<file path="config.mk">
export PLATFORM = sky130hd
export DESIGN_NAME = seq_code_monitor_flat
export DESIGN_NICKNAME = d
export VERILOG_FILES = /design/src/rtl/seq_code_monitor_if.sv /design/src/rtl/seq_code_monitor.sv /design/src/flat_wrapper.sv
export SDC_FILE = /design/constraint.sdc
export NUM_CORES = 1
export LEC_CHECK = 0
export BUFFER_PORTS_ARGS = -buffer_cell sky130_fd_sc_hd__buf_2
export CAP_MARGIN = 20
export CORE_MARGIN = 2
export CORE_UTILIZATION = 53
export DETAILED_ROUTE_END_ITERATION = 10
export GPL_TIMING_DRIVEN = 1
export PLACE_DENSITY = 0.78
export RECOVER_POWER = 25
export SYNTH_ARGS = -nofsm -noshare
export SYNTH_HDL_FRONTEND = slang
export SYNTH_SLANG_ARGS = --single-unit
</file>
<file path="constraint.sdc">
create_clock -name clk -period 2.8 [get_ports clk]
set_input_delay 0.14 -clock clk [delete_from_list [all_inputs] [get_ports clk]]
set_output_delay 0.14 -clock clk [all_outputs]
set_load 0.01 [all_outputs]
</file>
<file path="src/rtl/seq_code_monitor_if.sv">
// Code-stream / match-event bundle for seq_code_monitor.
// The master drives codes, pattern, clr and evt_ready; the slave is the monitor.
interface seq_code_monitor_if #(
   parameter int WIDTH = 8,
   parameter int CNT_W = 8
);
   logic             clr;
   logic             in_valid;
   logic             in_ready;
   logic [1:0]       code;
   logic [WIDTH-1:0] pattern;
   logic             evt_valid;
   logic             evt_ready;
   logic [WIDTH-1:0] evt_window;
   logic [CNT_W-1:0] match_cnt;
   logic             ovf;

   modport master (
      output clr, in_valid, code, pattern, evt_ready,
      input  in_ready, evt_valid, evt_window, match_cnt, ovf
   );

   modport slave (
      input  clr, in_valid, code, pattern, evt_ready,
      output in_ready, evt_valid, evt_window, match_cnt, ovf
   );
endinterface

</file>
<file path="src/rtl/seq_code_monitor.sv">
// Decodes 2-bit select codes to bits, shifts them into a window and reports pattern matches.
// SEQ_CODE_MONITOR_SAT_EN: saturating match counter with sticky ovf (default: wrapping, ovf = 0).
//
// state   | meaning
// S_FILL  | fewer than WIDTH bits accepted since reset/clr
// S_RUN   | window full, no event pending
// S_STALL | event pending on evt_valid, waiting for evt_ready
module seq_code_monitor #(
   parameter int WIDTH = 8,
   parameter int CNT_W = 8
) (
   input logic                clk,
   input logic                rst_n,
   seq_code_monitor_if.slave  bus
);

   localparam int FW = $clog2(WIDTH + 1);

   typedef enum logic [1:0] {S_FILL, S_RUN, S_STALL} state_t;

   state_t           state_q, state_d;
   logic [WIDTH-1:0] window_q, window_d;
   logic             hold_q, hold_d;
   logic [FW-1:0]    fill_left_q, fill_left_d;
   logic [WIDTH-1:0] evt_window_q, evt_window_d;
   logic [CNT_W-1:0] match_cnt_q, match_cnt_d;

   logic             in_ready;
   logic             accept;
   logic             dec_bit;
   logic [WIDTH-1:0] window_nxt;
   logic             fill_done;
   logic             compare;
   logic             hit;

   assign in_ready   = !bus.clr && (state_q != S_STALL || bus.evt_ready);
   assign accept     = bus.in_valid && in_ready;
   assign window_nxt = {window_q[WIDTH-2:0], dec_bit};
   // fill_left is a down-counter; the accept seen at terminal count 1 completes the window
   assign fill_done  = (fill_left_q == FW'(1));
   assign compare    = accept && (state_q != S_FILL || fill_done);
   assign hit        = compare && (window_nxt == bus.pattern);

   always_comb begin
      dec_bit = 1'b0;
      case (bus.code)
         2'b00:   dec_bit = 1'b0;
         2'b01:   dec_bit = 1'b1;
         2'b10:   dec_bit = 1'b0;
         default: dec_bit = hold_q;
      endcase
   end

`ifdef SEQ_CODE_MONITOR_SAT_EN
   logic ovf_q, ovf_d;
`endif

   always_comb begin
      state_d      = state_q;
      window_d     = window_q;
      hold_d       = hold_q;
      fill_left_d  = fill_left_q;
      evt_window_d = evt_window_q;
      match_cnt_d  = match_cnt_q;
`ifdef SEQ_CODE_MONITOR_SAT_EN
      ovf_d        = ovf_q;
`endif
      if (bus.clr) begin
         state_d     = S_FILL;
         window_d    = '0;
         hold_d      = 1'b0;
         fill_left_d = FW'(WIDTH);
         match_cnt_d = '0;
`ifdef SEQ_CODE_MONITOR_SAT_EN
         ovf_d       = 1'b0;
`endif
      end else begin
         if (accept) begin
            window_d = window_nxt;
            hold_d   = dec_bit;
            if (state_q == S_FILL)
               fill_left_d = fill_left_q - FW'(1);
         end
         if (hit) begin
            evt_window_d = window_nxt;
`ifdef SEQ_CODE_MONITOR_SAT_EN
            if (&match_cnt_q)
               ovf_d = 1'b1;
            else
               match_cnt_d = match_cnt_q + CNT_W'(1);
`else
            match_cnt_d = match_cnt_q + CNT_W'(1);
`endif
         end
         case (state_q)
            S_FILL: begin
               if (accept && fill_done)
                  state_d = hit ? S_STALL : S_RUN;
            end
            S_RUN: begin
               if (hit)
                  state_d = S_STALL;
            end
            S_STALL: begin
               // a consume and a fresh match on the same edge keeps the event up
               if (bus.evt_ready)
                  state_d = hit ? S_STALL : S_RUN;
            end
            default: state_d = S_FILL;
         endcase
      end
   end

   always_ff @(posedge clk or negedge rst_n) begin
      if (!rst_n) begin
         state_q      <= S_FILL;
         window_q     <= '0;
         hold_q       <= 1'b0;
         fill_left_q  <= FW'(WIDTH);
         evt_window_q <= '0;
         match_cnt_q  <= '0;
      end else begin
         state_q      <= state_d;
         window_q     <= window_d;
         hold_q       <= hold_d;
         fill_left_q  <= fill_left_d;
         evt_window_q <= evt_window_d;
         match_cnt_q  <= match_cnt_d;
      end
   end

`ifdef SEQ_CODE_MONITOR_SAT_EN
   always_ff @(posedge clk or negedge rst_n) begin
      if (!rst_n)
         ovf_q <= 1'b0;
      else
         ovf_q <= ovf_d;
   end
   assign bus.ovf = ovf_q;
`else
   assign bus.ovf = 1'b0;
`endif

   assign bus.in_ready   = in_ready;
   assign bus.evt_valid  = (state_q == S_STALL);
   assign bus.evt_window = evt_window_q;
   assign bus.match_cnt  = match_cnt_q;

endmodule

</file>
<file path="src/flat_wrapper.sv">
// flat-port wrapper written by rule: the top's interface ports become plain ports
module seq_code_monitor_flat 
#(
   parameter int WIDTH = 8,
   parameter int CNT_W = 8
)
  (clk, rst_n, bus_clr, bus_in_valid, bus_code, bus_pattern, bus_evt_ready, bus_in_ready, bus_evt_valid, bus_evt_window, bus_match_cnt, bus_ovf);
  seq_code_monitor_if #(.WIDTH(WIDTH), .CNT_W(CNT_W)) bus_i ();
  input logic clk;
  input logic rst_n;
  input wire logic [$bits(bus_i.clr)-1:0] bus_clr;
  input wire logic [$bits(bus_i.in_valid)-1:0] bus_in_valid;
  input wire logic [$bits(bus_i.code)-1:0] bus_code;
  input wire logic [$bits(bus_i.pattern)-1:0] bus_pattern;
  input wire logic [$bits(bus_i.evt_ready)-1:0] bus_evt_ready;
  output wire logic [$bits(bus_i.in_ready)-1:0] bus_in_ready;
  output wire logic [$bits(bus_i.evt_valid)-1:0] bus_evt_valid;
  output wire logic [$bits(bus_i.evt_window)-1:0] bus_evt_window;
  output wire logic [$bits(bus_i.match_cnt)-1:0] bus_match_cnt;
  output wire logic [$bits(bus_i.ovf)-1:0] bus_ovf;
  assign bus_i.clr = bus_clr;
  assign bus_i.in_valid = bus_in_valid;
  assign bus_i.code = bus_code;
  assign bus_i.pattern = bus_pattern;
  assign bus_i.evt_ready = bus_evt_ready;
  assign bus_in_ready = bus_i.in_ready;
  assign bus_evt_valid = bus_i.evt_valid;
  assign bus_evt_window = bus_i.evt_window;
  assign bus_match_cnt = bus_i.match_cnt;
  assign bus_ovf = bus_i.ovf;
  seq_code_monitor #(.WIDTH(WIDTH), .CNT_W(CNT_W)) u_core (.clk(clk), .rst_n(rst_n), .bus(bus_i));
endmodule
</file>
==> impl_metrics.yaml <==
status:
  status: "finished with violations"
  violations: "max-capacitance violations, max-slew violations"
global_route:
  grt-busiest-layer: "met2"
  grt_antenna_before_repair: 0
  grt_use_total: 0.2064
  met1_usage: 0.2582
  grt_pass1_vias: 1108
  grt_max_degree: 30
  use_met3: 0.07483
  grt_overflow: 0
  grt_pass1_wl_um: 5016
  use_met2: 0.3268
finish:
  synthToLayoutAreaGrowth_pct: 15.06
  layout.cells.non_filler: 226
  multiInputGateArea_um2: 724.4
  final_nets: 212
  diodes: 0
  layout-drive-gt1-share: 0.2256
  final_common_cell: "nand2_1"
  seq_area_um2: 726.9
  fillers: 246
  mostFrequentLayoutCells: "nand2_1, buf_2, dfrtp_1"
logic_synthesis:
  syn-instance-count: 160
  synth.distinct_cells: 35
  synth-warning-count: 0
  syn_area_um2: 1504
  synth_seq_cells: 29
  muxShareOfSynthArea: 0.01414
  yosys.area_share.simple: 0.2454
  syn_avg_cell_area_um2: 9.400
  synth_compound_area_frac: 0.1364
  synth_nets: 178
  synthAdderAreaFrac: 0.02496
  synth_seq_area_share: 0.4834
  synth-xor-area-share: 0.05824
  synth_top_family_by_area: "simple AND/OR/NAND/NOR gates"
timing:
  fmax_mhz: 418.3
  setup_ws_ps: 409.2
  holdWs_ps: 81.60
  period_share: 0.8538
  setup_viol: 0
  tightest_slew_ps: 1592
  period_minus_slack_ps: 2391
  setup-tns-final_ps: 0
  finalHoldViolations: 0
  rsz0062_at_grt: "no"
  drv_slew: 30
  finClkSkew_ps: 4.952
  slew-limit-headroom: -0.06121
setup_path:
  crit_path_top_delay_cell: "o2111a_1"
  worstPathRequired_ps: 3010
  start_kind: "flip-flop"
  crit_fanout: 12
  crit_path_max_incr_delay_ps: 480
  critical-path-top-delay-family: "compound AO/OA/AOI/OAI gates"
  cp.arrival_ps: 2600
  worst-path-buf-inv: 1
  reg2reg_slack_ps: 410
  crit_chain: "inv_1, ha_1, or3b_4, a211oi_4, o2111a_1, nor2_1, mux2_2"
  worstSetupEndpointType: "flip-flop"
  critPathKind: "flip-flop to flip-flop"
placement:
  routabilityCongestion: 0.8020
  numPortBuffers: 32
  place_ws_ps: 427.3
  dp.cells: 217
  hpwl_um: 2182
power_and_ir_drop:
  vdd_ir_drop_max_uv: 403.3
  power.density_nw_per_um2: 434.5
  p_leak_nw: 0.8680
  seqPwrFrac: 0.581
  power.net_switching_mw: 0.1948
  p_sw_frac: 0.2592
  total_power_mw: 0.7518
  combPwrFrac: 0.099
  p_int_mw: 0.5570
  power_frac_clock: 0.320
clocking:
  clockBufferDepth: 2
  tritoncts: "built"
  cts_resized: 0
  clk_latency_ps: 320
  cts_buffers: 5
  cts-root-buf: "clkbuf_4"
  clock_sinks: 29
  clkTransAtPathRegs_ps: 90
  cts_setup_buffers: 0
  h-tree-depth: 2
detailed_routing:
  totalWireLength_um: 3021
  routedWlPerCell_um: 13.37
  vias: 1209
  drcViolationCount: 0
  drt_iter0_markers: 36
  vias_per_cell: 5.350
  ant_nets: 0
  dr.pass1.iters: 6
floorplanning:
  fp.dieW_um: 57.27
  dieArea_um2: 3280
  num_rows: 19
  coreArea_um2: 2734
  ios: 34
  initial_utilization: 0.5501
  fp.dieH_um: 57.27
hold_path:
  hold_path_class: "input pin to flip-flop"
flow_run:
  drv_cap: 1
[stage by stage]
step	cell area, µm²	util
3_5_place_dp	1673	0.6119
5_1_grt	1730	0.6330
6_report	1730	0.6330
4_1_cts	1732	0.6334
2_1_floorplan	1504	-
3_3_place_gp	1673	0.6119
[cells in the mapped netlist]
| cell type | count | area [µm²] |
|---|---|---|
| or3b_4 | 1 | 11.26 |
| o2111a_1 | 1 | 11.26 |
| buf_4 | 2 | 15.01 |
| a211oi_4 | 1 | 20.02 |
| o2111ai_1 | 1 | 8.760 |
| xor2_1 | 9 | 78.83 |
| and3_1 | 2 | 12.51 |
| a21oi_1 | 9 | 45.04 |
| or3_1 | 4 | 25.02 |
| mux2i_1 | 1 | 10.01 |
| a21o_1 | 1 | 7.510 |
| nor2_1 | 8 | 30.03 |
| nor3b_1 | 1 | 7.510 |
| clkbuf_1 | 4 | 15.01 |
| nand3_1 | 5 | 25.02 |
| dfrtp_1 | 28 | 700.7 |
| or4_1 | 1 | 7.510 |
| nand4_1 | 1 | 6.260 |
| a311oi_1 | 1 | 8.760 |
| nor3_1 | 1 | 5.000 |
| dfstp_2 | 1 | 26.28 |
| or2_2 | 1 | 6.260 |
| o21ai_0 | 14 | 70.07 |
| ha_1 | 3 | 37.54 |
| nand2b_1 | 10 | 62.56 |
| o31ai_1 | 1 | 7.510 |
| xnor2_1 | 1 | 8.760 |
| nand2_1 | 35 | 131.4 |
| inv_1 | 6 | 22.52 |
| nor3_2 | 1 | 10.01 |
| nor4_4 | 1 | 21.27 |
| conb_1 | 1 | 3.750 |
| mux2_2 | 1 | 11.26 |
| o2111ai_4 | 1 | 26.28 |
| nand3b_1 | 1 | 7.510 |
[sequential cells by signal, summed over array words and instances (netlist names)]
name,cells
u_core.bus.evt_window,8
u_core.bus.match_cnt,8
u_core.fill_left_q,4
u_core.state_q,2
u_core.window_q,7
[cell families after synthesis]
family,count (synthesis)
simple gates,73
compound gates,30
flops,29
buf+inv,12
xor+xnor,10
fa+ha+maj,3
mux,2
other cells,1
[worst paths after layout]
path | to | startpoint | cells past startpoint
max in group asynchronous | u_core.bus.match_cnt[5]$_DFFE_PN0P_ | rst_n | 2
setup / recovery | u_core.bus.match_cnt[0]$_DFFE_PN0P_ | u_core.fill_left_q[1]$_DFFE_PN0P_ | 7
setup reg to reg | u_core.bus.match_cnt[0]$_DFFE_PN0P_ | u_core.fill_left_q[1]$_DFFE_PN0P_ | 7
hold reg to reg | u_core.bus.evt_window[5]$_DFFE_PN0P_ | u_core.bus.evt_window[5]$_DFFE_PN0P_ | 2
min in group asynchronous | u_core.bus.evt_window[7]$_DFFE_PN0P_ | rst_n | 2
hold / removal | u_core.state_q[1]$_DFFE_PN0P_ | bus_evt_ready | 3
[cell type report]
cell class	instances	area share
Inverter	6	0.01302
Tap cell	31	0.02242
Clock buffer	8	0.02820
Sequential cell	29	0.4201
Multi-Input combinational cell	119	0.4187
Timing Repair Buffer	33	0.09761
[layer usage]
layer | share of wire | wire (µm) | up-vias
li1 | - | - | 604
met1 | 0.46 | 1397 | 578
met2 | 0.48 | 1460 | 23
met3 | 0.040 | 120 | 4
met4 | 0.014 | 42 | 0
met5 | 0 | 0 | -
[tightest hold or removal path, stage by stage]
cell     delay [ps]
buf_2           100
nand3_1          60
o21ai_0          70
[power groups by stage]
| stage | clock [mW] | combinational [mW] | sequential (mW) |
|---|---|---|---|
| 2_1_floorplan | 0 | 0.0467 | 0.443 |
| 3_3_place_gp | 0 | 0.0698 | 0.444 |
| 3_5_place_dp | 0 | 0.0744 | 0.445 |
| 4_1_cts | 0.247 | 0.0760 | 0.437 |
| 5_1_grt | 0.267 | 0.0842 | 0.438 |
| 6_report | 0.240 | 0.0745 | 0.437 |
[timing repair]
item | CTS | global route
setup endpoints to repair | 0 | 0
endpoints found under the hold margin | 28 | 0
hold buffers | 1 | 0
(Power assumes the default switching activity.)
